### src/rtl/mem_bank_if.sv
// Bus bundle for mem_bank_ctrl: write port, read port, clear request and status.
// The parity test input inj_par exists only when MEM_BANK_PARITY_EN is defined.
interface mem_bank_if #(
    parameter int unsigned WIDTH = 5,
    parameter int unsigned DEPTH = 4
);
    localparam int unsigned ADDR_W = $clog2(DEPTH);

    logic              wr_en;
    logic [ADDR_W-1:0] wr_addr;
    logic [WIDTH-1:0]  wr_data;
    logic              rd_en;
    logic [ADDR_W-1:0] rd_addr;
    logic [WIDTH-1:0]  rd_data;
    logic              rd_valid;
    logic              rd_unwritten;
    logic              clr_req;
    logic              busy;
    logic              par_err;
`ifdef MEM_BANK_PARITY_EN
    logic              inj_par;
`endif

    // Requester side
    modport master (
`ifdef MEM_BANK_PARITY_EN
        output inj_par,
`endif
        output wr_en, wr_addr, wr_data, rd_en, rd_addr, clr_req,
        input  rd_data, rd_valid, rd_unwritten, busy, par_err
    );

    // Memory side
    modport slave (
`ifdef MEM_BANK_PARITY_EN
        input  inj_par,
`endif
        input  wr_en, wr_addr, wr_data, rd_en, rd_addr, clr_req,
        output rd_data, rd_valid, rd_unwritten, busy, par_err
    );
endinterface

### src/rtl/mem_bank_ctrl.sv
// Small clocked scratch memory: DEPTH x WIDTH words, 1-cycle registered read with
// valid strobe, per-word written tracking and a one-word-per-cycle clear sweep.
// Optional even-parity storage enabled by defining MEM_BANK_PARITY_EN.
module mem_bank_ctrl #(
    parameter int unsigned WIDTH = 5,
    parameter int unsigned DEPTH = 4
) (
    input  logic     clk,
    input  logic     rst,
    mem_bank_if.slave bus
);
    localparam int unsigned        ADDR_W  = $clog2(DEPTH);
    localparam logic [ADDR_W:0]    DEPTH_C = (ADDR_W + 1)'(DEPTH);
    localparam logic [ADDR_W-1:0]  LAST_C  = ADDR_W'(DEPTH - 1);

    typedef enum logic {IDLE, CLEAR} state_e;

    state_e             state_q, state_d;
    logic [ADDR_W-1:0]  cnt_q, cnt_d;
    logic [WIDTH-1:0]   mem_q [DEPTH];
    logic [WIDTH-1:0]   mem_d [DEPTH];
    logic [DEPTH-1:0]   written_q, written_d;
    logic [WIDTH-1:0]   rd_data_q, rd_data_d;
    logic               rd_valid_q, rd_valid_d;
    logic               rd_unwritten_q, rd_unwritten_d;
    logic               busy_q, busy_d;
`ifdef MEM_BANK_PARITY_EN
    logic [DEPTH-1:0]   par_q, par_d;
    logic               par_err_q, par_err_d;
`endif

    logic               wr_in_range_c;
    logic               rd_in_range_c;

    // Address range qualification (DEPTH need not be a power of two)
    assign wr_in_range_c = ({1'b0, bus.wr_addr} < DEPTH_C);
    assign rd_in_range_c = ({1'b0, bus.rd_addr} < DEPTH_C);

    // Next-state: sweep sequencing, writes, read capture (read sees pre-write contents)
    always_comb begin
        state_d        = state_q;
        cnt_d          = cnt_q;
        mem_d          = mem_q;
        written_d      = written_q;
        rd_data_d      = rd_data_q;
        rd_valid_d     = 1'b0;
        rd_unwritten_d = 1'b0;
        busy_d         = busy_q;
`ifdef MEM_BANK_PARITY_EN
        par_d          = par_q;
        par_err_d      = 1'b0;
`endif
        case (state_q)
            IDLE: begin
                if (bus.rd_en) begin
                    rd_valid_d = 1'b1;
                    if (rd_in_range_c) begin
                        rd_data_d      = mem_q[bus.rd_addr];
                        rd_unwritten_d = ~written_q[bus.rd_addr];
`ifdef MEM_BANK_PARITY_EN
                        par_err_d      = par_q[bus.rd_addr] ^ (^mem_q[bus.rd_addr]);
`endif
                    end else begin
                        rd_data_d      = '0;
                        rd_unwritten_d = 1'b1;
                    end
                end
                if (bus.wr_en && wr_in_range_c) begin
                    mem_d[bus.wr_addr]     = bus.wr_data;
                    written_d[bus.wr_addr] = 1'b1;
`ifdef MEM_BANK_PARITY_EN
                    par_d[bus.wr_addr]     = (^bus.wr_data) ^ bus.inj_par;
`endif
                end
                if (bus.clr_req) begin
                    state_d = CLEAR;
                    cnt_d   = '0;
                    busy_d  = 1'b1;
                end
            end
            CLEAR: begin
                mem_d[cnt_q]     = '0;
                written_d[cnt_q] = 1'b0;
`ifdef MEM_BANK_PARITY_EN
                par_d[cnt_q]     = 1'b0;
`endif
                if (cnt_q == LAST_C) begin
                    state_d = IDLE;
                    cnt_d   = '0;
                    busy_d  = 1'b0;
                end else begin
                    cnt_d = cnt_q + ADDR_W'(1);
                end
            end
            default: begin
                state_d = IDLE;
                cnt_d   = '0;
                busy_d  = 1'b0;
            end
        endcase
    end

    // State and storage registers; reset aborts any sweep in progress
    always_ff @(posedge clk or posedge rst) begin
        if (rst) begin
            state_q        <= IDLE;
            cnt_q          <= '0;
            for (int unsigned i = 0; i < DEPTH; i++) begin
                mem_q[i] <= '0;
            end
            written_q      <= '0;
            rd_data_q      <= '0;
            rd_valid_q     <= 1'b0;
            rd_unwritten_q <= 1'b0;
            busy_q         <= 1'b0;
`ifdef MEM_BANK_PARITY_EN
            par_q          <= '0;
            par_err_q      <= 1'b0;
`endif
        end else begin
            state_q        <= state_d;
            cnt_q          <= cnt_d;
            mem_q          <= mem_d;
            written_q      <= written_d;
            rd_data_q      <= rd_data_d;
            rd_valid_q     <= rd_valid_d;
            rd_unwritten_q <= rd_unwritten_d;
            busy_q         <= busy_d;
`ifdef MEM_BANK_PARITY_EN
            par_q          <= par_d;
            par_err_q      <= par_err_d;
`endif
        end
    end

    assign bus.rd_data      = rd_data_q;
    assign bus.rd_valid     = rd_valid_q;
    assign bus.rd_unwritten = rd_unwritten_q;
    assign bus.busy         = busy_q;
`ifdef MEM_BANK_PARITY_EN
    assign bus.par_err      = par_err_q;
`else
    assign bus.par_err      = 1'b0;
`endif

endmodule

### src/flat_wrapper.sv
// flat-port wrapper written by rule: the top's interface ports become plain ports
module mem_bank_ctrl_flat 
#(
    parameter int unsigned WIDTH = 5,
    parameter int unsigned DEPTH = 4
)
  (clk, rst, bus_wr_en, bus_wr_addr, bus_wr_data, bus_rd_en, bus_rd_addr, bus_clr_req, bus_rd_data, bus_rd_valid, bus_rd_unwritten, bus_busy, bus_par_err);
  mem_bank_if #(.WIDTH(WIDTH), .DEPTH(DEPTH)) bus_i ();
  input  logic clk;
  input  logic rst;
  input wire logic [$bits(bus_i.wr_en)-1:0] bus_wr_en;
  input wire logic [$bits(bus_i.wr_addr)-1:0] bus_wr_addr;
  input wire logic [$bits(bus_i.wr_data)-1:0] bus_wr_data;
  input wire logic [$bits(bus_i.rd_en)-1:0] bus_rd_en;
  input wire logic [$bits(bus_i.rd_addr)-1:0] bus_rd_addr;
  input wire logic [$bits(bus_i.clr_req)-1:0] bus_clr_req;
  output wire logic [$bits(bus_i.rd_data)-1:0] bus_rd_data;
  output wire logic [$bits(bus_i.rd_valid)-1:0] bus_rd_valid;
  output wire logic [$bits(bus_i.rd_unwritten)-1:0] bus_rd_unwritten;
  output wire logic [$bits(bus_i.busy)-1:0] bus_busy;
  output wire logic [$bits(bus_i.par_err)-1:0] bus_par_err;
  assign bus_i.wr_en = bus_wr_en;
  assign bus_i.wr_addr = bus_wr_addr;
  assign bus_i.wr_data = bus_wr_data;
  assign bus_i.rd_en = bus_rd_en;
  assign bus_i.rd_addr = bus_rd_addr;
  assign bus_i.clr_req = bus_clr_req;
  assign bus_rd_data = bus_i.rd_data;
  assign bus_rd_valid = bus_i.rd_valid;
  assign bus_rd_unwritten = bus_i.rd_unwritten;
  assign bus_busy = bus_i.busy;
  assign bus_par_err = bus_i.par_err;
  mem_bank_ctrl #(.WIDTH(WIDTH), .DEPTH(DEPTH)) u_core (.clk(clk), .rst(rst), .bus(bus_i));
endmodule
### config.mk
export PLATFORM = sky130hd
export DESIGN_NAME = mem_bank_ctrl_flat
export DESIGN_NICKNAME = d
export VERILOG_FILES = /design/src/rtl/mem_bank_if.sv /design/src/rtl/mem_bank_ctrl.sv /design/src/flat_wrapper.sv
export SDC_FILE = /design/constraint.sdc
export NUM_CORES = 1
export LEC_CHECK = 0
export CORE_MARGIN = 1
export CORE_UTILIZATION = 34
export DETAILED_ROUTE_END_ITERATION = 8
export SLEW_MARGIN = 20
export SYNTH_ARGS = -nofsm -noshare
export SYNTH_HDL_FRONTEND = slang
export SYNTH_SLANG_ARGS = --single-unit
### constraint.sdc
create_clock -name clk -period 1.6 [get_ports clk]
set_input_delay 0.32 -clock clk [delete_from_list [all_inputs] [get_ports clk]]
set_output_delay 0.32 -clock clk [all_outputs]
set_load 0.02 [all_outputs]
==> qor.txt, run 1 <==
Die ar.: 5390 sq um
combinational group share of total power: 36.8%
Hold Crit Class: input port to asynchronous set/reset pin
hpwl dp: 2560 microns
commonest non-fill, non-tap cell in the layout: dfrtp_1
drt wl/cell: 16.4 microns
RSZ-0062 raised after global routing: no
Ys Warns: 0
clock network power share: 25.8%
synthesized area per cell: 13.7 sq um
most frequent cells in the layout: dfrtp_1 (35), a21boi_0 (21), mux2_2 (20)
P_int: 2.62 mW
clk slew on worst S/H paths: 0.08 ns
global-route usage over all layers: 16.2%
first-pass GRT wire length: 6250 microns
CTS Buf Count: 5
final period utilization: 99.3%
Synth Register Bits: 35
Final Worst Setup Slack: 0.0116 ns
Total Wirelength: 3720 microns
CP arrival: 1.77 ns
Netlist cell types: 22
fmax: 0.630 GHz
Post-Place Cells: 218
vias: 1128
Seq/Total Area, Yosys: 50.5%
CTS Buffer Depth: 2
Hold Vio Cnt, Final: 0
final setup violation count: 0
antenna-violating nets left: 0
Area Overhead vs Synth: 30.7%
Sw Ratio: 30.8%
vias in the first global route: 1214
worst-skew pair later-pin latency: 0.30 ns
antenna violations before repair: 0
Seq pwr share: 37.3%
Period minus WS final: 1.59 ns
Power per Cell Area: 1660 nW/um^2
outcome: finished clean
final cell count without fillers: 226
Critical Path RT: 1.78 ns
ant diodes: 0
Initial Utilization: 36.0%
final slew viol count: 0
gr ovfl total: 0
syn_nets: 145
vias per inst: 4.99
die height: 73.4 microns
layout cells sized above 1: 35.2%
crit end category: flop
PortBufs: 21
drc violations: 0
worst-path fanout max: 6
IR Drop Worst-Case VDD: 0.748 mV
GPL Wtd Cong: 0.748
Root Buffer: clkbuf_8
nets: 176
Clock Sinks: 35
WS Path Type: input port to flop
TritonRoute pass-1 iters: 4
Setup Skew: 0.00902 ns
IO Pins: 23
pin count of the biggest net entering global routing: 36
Row Count: 25
core outline area: 4820 sq um
net switching power figure: 1.16 mW
area of the mapped netlist: 1740 sq um
CTS tree: done
Synth Instances: 127
CTS HTree Levels: 2
pre-CTS setup slack: -0.308 ns
LEAKAGE: 1.14 nW
die width: 73.4 microns
1st-iter DRT viols: 78
Maximum Capacitance Violations: 0
crit start category: input port
synth_stat cells:
cell type  number  area [sq um]
or3b_2          1          8.76
a21boi_0       21           158
a22o_1          1          8.76
inv_1           5          18.8
clkbuf_1        6          22.5
ha_1            4          50.1
o21ai_0         1          5.00
nand4b_1        1          8.76
dfrtp_1        35           876
buf_4           2          15.0
nand2b_1        1          6.26
nand4bb_1       2          22.5
nor2b_1         2          12.5
mux4_2          6           135
a21bo_2         3          30.0
conb_1          1          3.75
or4b_1          1          10.0
mux2_2         20           225
nand2_1         5          18.8
o31ai_1         2          15.0
buf_2           2          10.0
mux2_4          5          75.1
cell type report:
class                           count  area, sq um
Inverter                            5         18.8
Sequential cell                    35          876
Multi-Input combinational cell     77          793
Clock inverter                      3         67.6
Timing Repair Buffer               34          360
Fill cell                         447         2550
Tap cell                           67         83.8
Clock buffer                        5         68.8
critical path, stage by stage:
cell and delay (ns):
clkdlybuf4s50_1 0.53, or4b_1 0.47, buf_6 0.16, mux2_4 0.29
cell families after synthesis:
logic type	share of synthesized area, %
muxes	25.1
other	0.216
adders and majority gates	2.88
and+or+nand+nor	5.05
AOI/OAI and AO/OA	12.5
DFF	50.5
buffers and inverters	3.82
final timing paths:
| check | slack (ns) | cells after the start | startpoint | to |
|---|---|---|---|---|
| worst min-delay path | 0.37 | 3 | rst | u_core.bus.rd_data[3]$_DFFE_PP0P_ |
| min in group clk | 0.50 | 1 | u_core.bus.rd_data[0]$_DFFE_PP0P_ | u_core.bus.rd_data[0]$_DFFE_PP0P_ |
| worst min register to register | 0.50 | 1 | u_core.bus.rd_data[0]$_DFFE_PP0P_ | u_core.bus.rd_data[0]$_DFFE_PP0P_ |
| worst max register to register | 0.17 | 3 | u_core.state_q$_DFF_PP0_ | u_core.mem_q[15]$_DFFE_PP0P_ |
| worst max-delay path | 0.01 | 4 | bus_wr_en | u_core.mem_q[15]$_DFFE_PP0P_ |
| max in group asynchronous | 1.04 | 3 | rst | u_core.cnt_q[0]$_DFFE_PP0P_ |
metrics by stage:
step / hold WS, ns / instance area (sq um) / power, mW / utilization, % / TNS (ns)
floorplan: 0.406 / 1740 / 2.33 / - / 0
global placement: 0.484 / 2100 / 2.76 / 43.7 / -3.18
detailed placement: 0.495 / 2100 / 2.83 / 43.7 / -3.67
CTS: 0.380 / 2240 / 3.80 / 46.6 / 0
global route: 0.416 / 2270 / 4.02 / 47.1 / 0
finish: 0.366 / 2270 / 3.78 / 47.1 / 0
state kept, by name (all words and copies together) (netlist names):
| name | flops |
|---|---|
| u_core.mem_q | 20 |
| u_core.bus.rd_data | 5 |
| u_core.written_q | 4 |
| u_core.cnt_q | 2 |
| u_core.bus.busy | 1 |
| u_core.bus.rd_unwritten | 1 |
| u_core.bus.rd_valid | 1 |
| u_core.state_q | 1 |
metal layers:
| metal | vias to the layer above | global-route usage [%] | wire, microns |
|---|---|---|---|
| met5 | - | 0 | 0 |
| met4 | 0 | 4.49 | 65 |
| met3 | 7 | 5.35 | 102 |
| met2 | 23 | 25.2 | 1640 |
| met1 | 580 | 21.7 | 1910 |
| li1 | 518 | - | - |
power by group through the flow:
stage / Clock [mW] / Combinational (mW) / Sequential [mW]
final: 0.975 / 1.39 / 1.41
after global routing: 1.03 / 1.53 / 1.46
after CTS: 0.979 / 1.41 / 1.41
after detailed placement: 0 / 1.41 / 1.42
after global placement: 0 / 1.36 / 1.40
after floorplan: 0 / 0.852 / 1.48
timing repair:
item | CTS | global route
endpoints found under the setup margin | 2 | 13
resized for setup | 1 | 9
setup buffers | 0 | 0
endpoints found under the hold margin | 0 | 0
hold buffers | 0 | 0
Note: power is estimated with default switching activity, not from simulation.
==> inputs of run 2 (changes only) <==
--- a/config.mk
+++ b/config.mk
@@ -5,10 +5,13 @@
 export SDC_FILE = /design/constraint.sdc
 export NUM_CORES = 1
 export LEC_CHECK = 0
+export CAP_MARGIN = 25
 export CORE_MARGIN = 1
 export CORE_UTILIZATION = 34
 export DETAILED_ROUTE_END_ITERATION = 8
+export MAX_ROUTING_LAYER = met4
 export SLEW_MARGIN = 20
 export SYNTH_ARGS = -nofsm -noshare
 export SYNTH_HDL_FRONTEND = slang
 export SYNTH_SLANG_ARGS = --single-unit
+export TNS_END_PERCENT = 50
==> qor.txt, run 2 (synthesized netlist as in run 1, its figures left out) <==
LEAKAGE: 1.14 nW (unchanged)
Period minus WS final: 1.58 ns (-0.00370 ns)
clk slew on worst S/H paths: 0.08 ns (about the same)
CTS HTree Levels: 2 (unchanged)
final setup violation count: 0 (unchanged)
Root Buffer: clkbuf_8
Area Overhead vs Synth: 30.7% (unchanged)
Total Wirelength: 3680 microns (-1.0%)
most frequent cells in the layout: dfrtp_1 (35), a21boi_0 (21), mux2_2 (20)
GPL Wtd Cong: 0.758 (+1.3%)
Post-Place Cells: 218 (unchanged)
Seq pwr share: 37.3% (about the same)
hold slack final: 0.366 ns (+0.000492 ns)
PnR Total Power: 3.77 mW (-0.14%)
PortBufs: 21 (unchanged)
drc violations: 0 (unchanged)
IO Pins: 23 (unchanged)
pre-CTS setup slack: -0.308 ns (unchanged)
global-route usage over all layers: 16.7% (+0.48 points)
IR Drop Worst-Case VDD: 0.747 mV (-0.17%)
setup tns final: 0 ns (unchanged)
pin count of the biggest net entering global routing: 36 (unchanged)
vias: 1141 (+1.2%)
Hold Crit Class: input port to asynchronous set/reset pin
clock network power share: 25.8% (about the same)
Final Worst Setup Slack: 0.0153 ns (+0.00370 ns)
die width: 73.4 microns (unchanged)
RSZ-0062 raised after global routing: no
Initial Utilization: 36.0% (unchanged)
Most flops, register: u_core.mem_q
CP arrival: 1.77 ns (about the same)
Hold Vio Cnt, Final: 0 (unchanged)
TritonRoute pass-1 iters: 4 (unchanged)
outcome: finished clean
Maximum Capacitance Violations: 0 (unchanged)
postcts setup bufs: 0 (unchanged)
P_int: 2.62 mW (about the same)
worst-path fanout max: 6 (unchanged)
CTS tree: done
worst-skew pair later-pin latency: 0.30 ns (about the same)
Power per Cell Area: 1660 nW/um^2 (-0.14%)
antenna-violating nets left: 0 (unchanged)
layout cells sized above 1: 35.2% (unchanged)
number of flip-flops in the largest register: 20 (unchanged)
gr ovfl total: 0 (unchanged)
combinational group share of total power: 36.8% (about the same)
final period utilization: 99.0% (-0.23 points)
final slew viol count: 0 (unchanged)
Row Count: 25 (unchanged)
Clock Sinks: 35 (unchanged)
nets: 176 (unchanged)
vias in the first global route: 1212 (-0.16%)
Sw Ratio: 30.7% (-0.099 points)
hpwl dp: 2560 microns (unchanged)
core outline area: 4820 sq um (unchanged)
crit start category: input port
commonest non-fill, non-tap cell in the layout: dfrtp_1
Critical Path RT: 1.78 ns (about the same)
final cell count without fillers: 226 (unchanged)
CTS Buffer Depth: 2 (unchanged)
drt wl/cell: 16.3 microns (-1.0%)
WS Path Type: input port to flop
antenna violations before repair: 0 (unchanged)
ant diodes: 0 (unchanged)
crit end category: flop
Setup Skew: 0.00903 ns (+0.0000161 ns)
vias per inst: 5.05 (+1.2%)
fmax: 0.631 GHz (+0.23%)
die height: 73.4 microns (unchanged)
Die ar.: 5390 sq um (unchanged)
first-pass GRT wire length: 6260 microns (+0.11%)
net switching power figure: 1.16 mW (-0.46%)
CTS Buf Count: 5 (unchanged)
1st-iter DRT viols: 65 (-17%)
## run 2: cell counts in the layout (fill, tap and decap cells not counted)
No cell type changed its count.
## run 2: worst paths after layout
check | slack, ns | cells after the start | startpoint | endpoint
hold / removal | 0.37 | 3 | rst | u_core.bus.rd_data[3]$_DFFE_PP0P_
min in group clk | 0.50 | 1 | u_core.bus.rd_data[0]$_DFFE_PP0P_ | u_core.bus.rd_data[0]$_DFFE_PP0P_
setup reg to reg | 0.17 | 3 | u_core.state_q$_DFF_PP0_ | u_core.mem_q[15]$_DFFE_PP0P_
hold reg to reg | 0.50 | 1 | u_core.bus.rd_data[0]$_DFFE_PP0P_ | u_core.bus.rd_data[0]$_DFFE_PP0P_
max in group asynchronous | 1.04 | 3 | rst | u_core.cnt_q[1]$_DFFE_PP0P_
setup / recovery | 0.02 | 4 | bus_wr_en | u_core.mem_q[15]$_DFFE_PP0P_
## run 2: layout make-up
cell class / instances / area (sq um)
clock inverters: 3 / 67.6
well taps: 67 / 83.8
fillers: 447 / 2550
inverters: 5 / 18.8
multi-input cells: 77 / 793
repair buffers: 34 / 360
clock buffers: 5 / 68.8
flip-flops and latches: 35 / 876
## run 2: critical path: stages
cell,delay [ns]
clkdlybuf4s50_1,0.52
or4b_1,0.47
buf_6,0.16
mux2_4,0.29
## run 2: repair_timing
action	in CTS	in global routing
cloned	0	0
pin swaps	0	0
endpoints found under the hold margin	0	0
endpoints found under the setup margin	2	13
gates resized for setup	1	9
hold buffers	0	0
## run 2: power by group through the flow
stage	Sequential (mW)	Clock (mW)	Combinational (mW)
finish	1.41	0.974	1.39
global placement	1.40	0	1.36
global route	1.46	1.03	1.53
floorplan	1.48	0	0.852
CTS	1.41	0.979	1.41
detailed placement	1.42	0	1.41
## run 2: per-stage QoR
stage	area, sq um	utilization, %
2_1_floorplan	1740	-
3_3_place_gp	2100	43.7
3_5_place_dp	2100	43.7
4_1_cts	2240	46.6
5_1_grt	2270	47.1
6_report	2270	47.1
## run 2: layer usage
layer  wire (microns)  track usage, %
met5                0               -
met4               65            4.49
met3              148            5.35
met2             1660            25.2
met1             1810            21.7
==> inputs of run 3 (changes only) <==
--- a/config.mk
+++ b/config.mk
@@ -14,4 +14,4 @@
 export SYNTH_ARGS = -nofsm -noshare
 export SYNTH_HDL_FRONTEND = slang
 export SYNTH_SLANG_ARGS = --single-unit
-export TNS_END_PERCENT = 50
+export TNS_END_PERCENT = 100
==> results of run 3 <==
The final DEF is identical to that of run 2; final timing and power are the same.
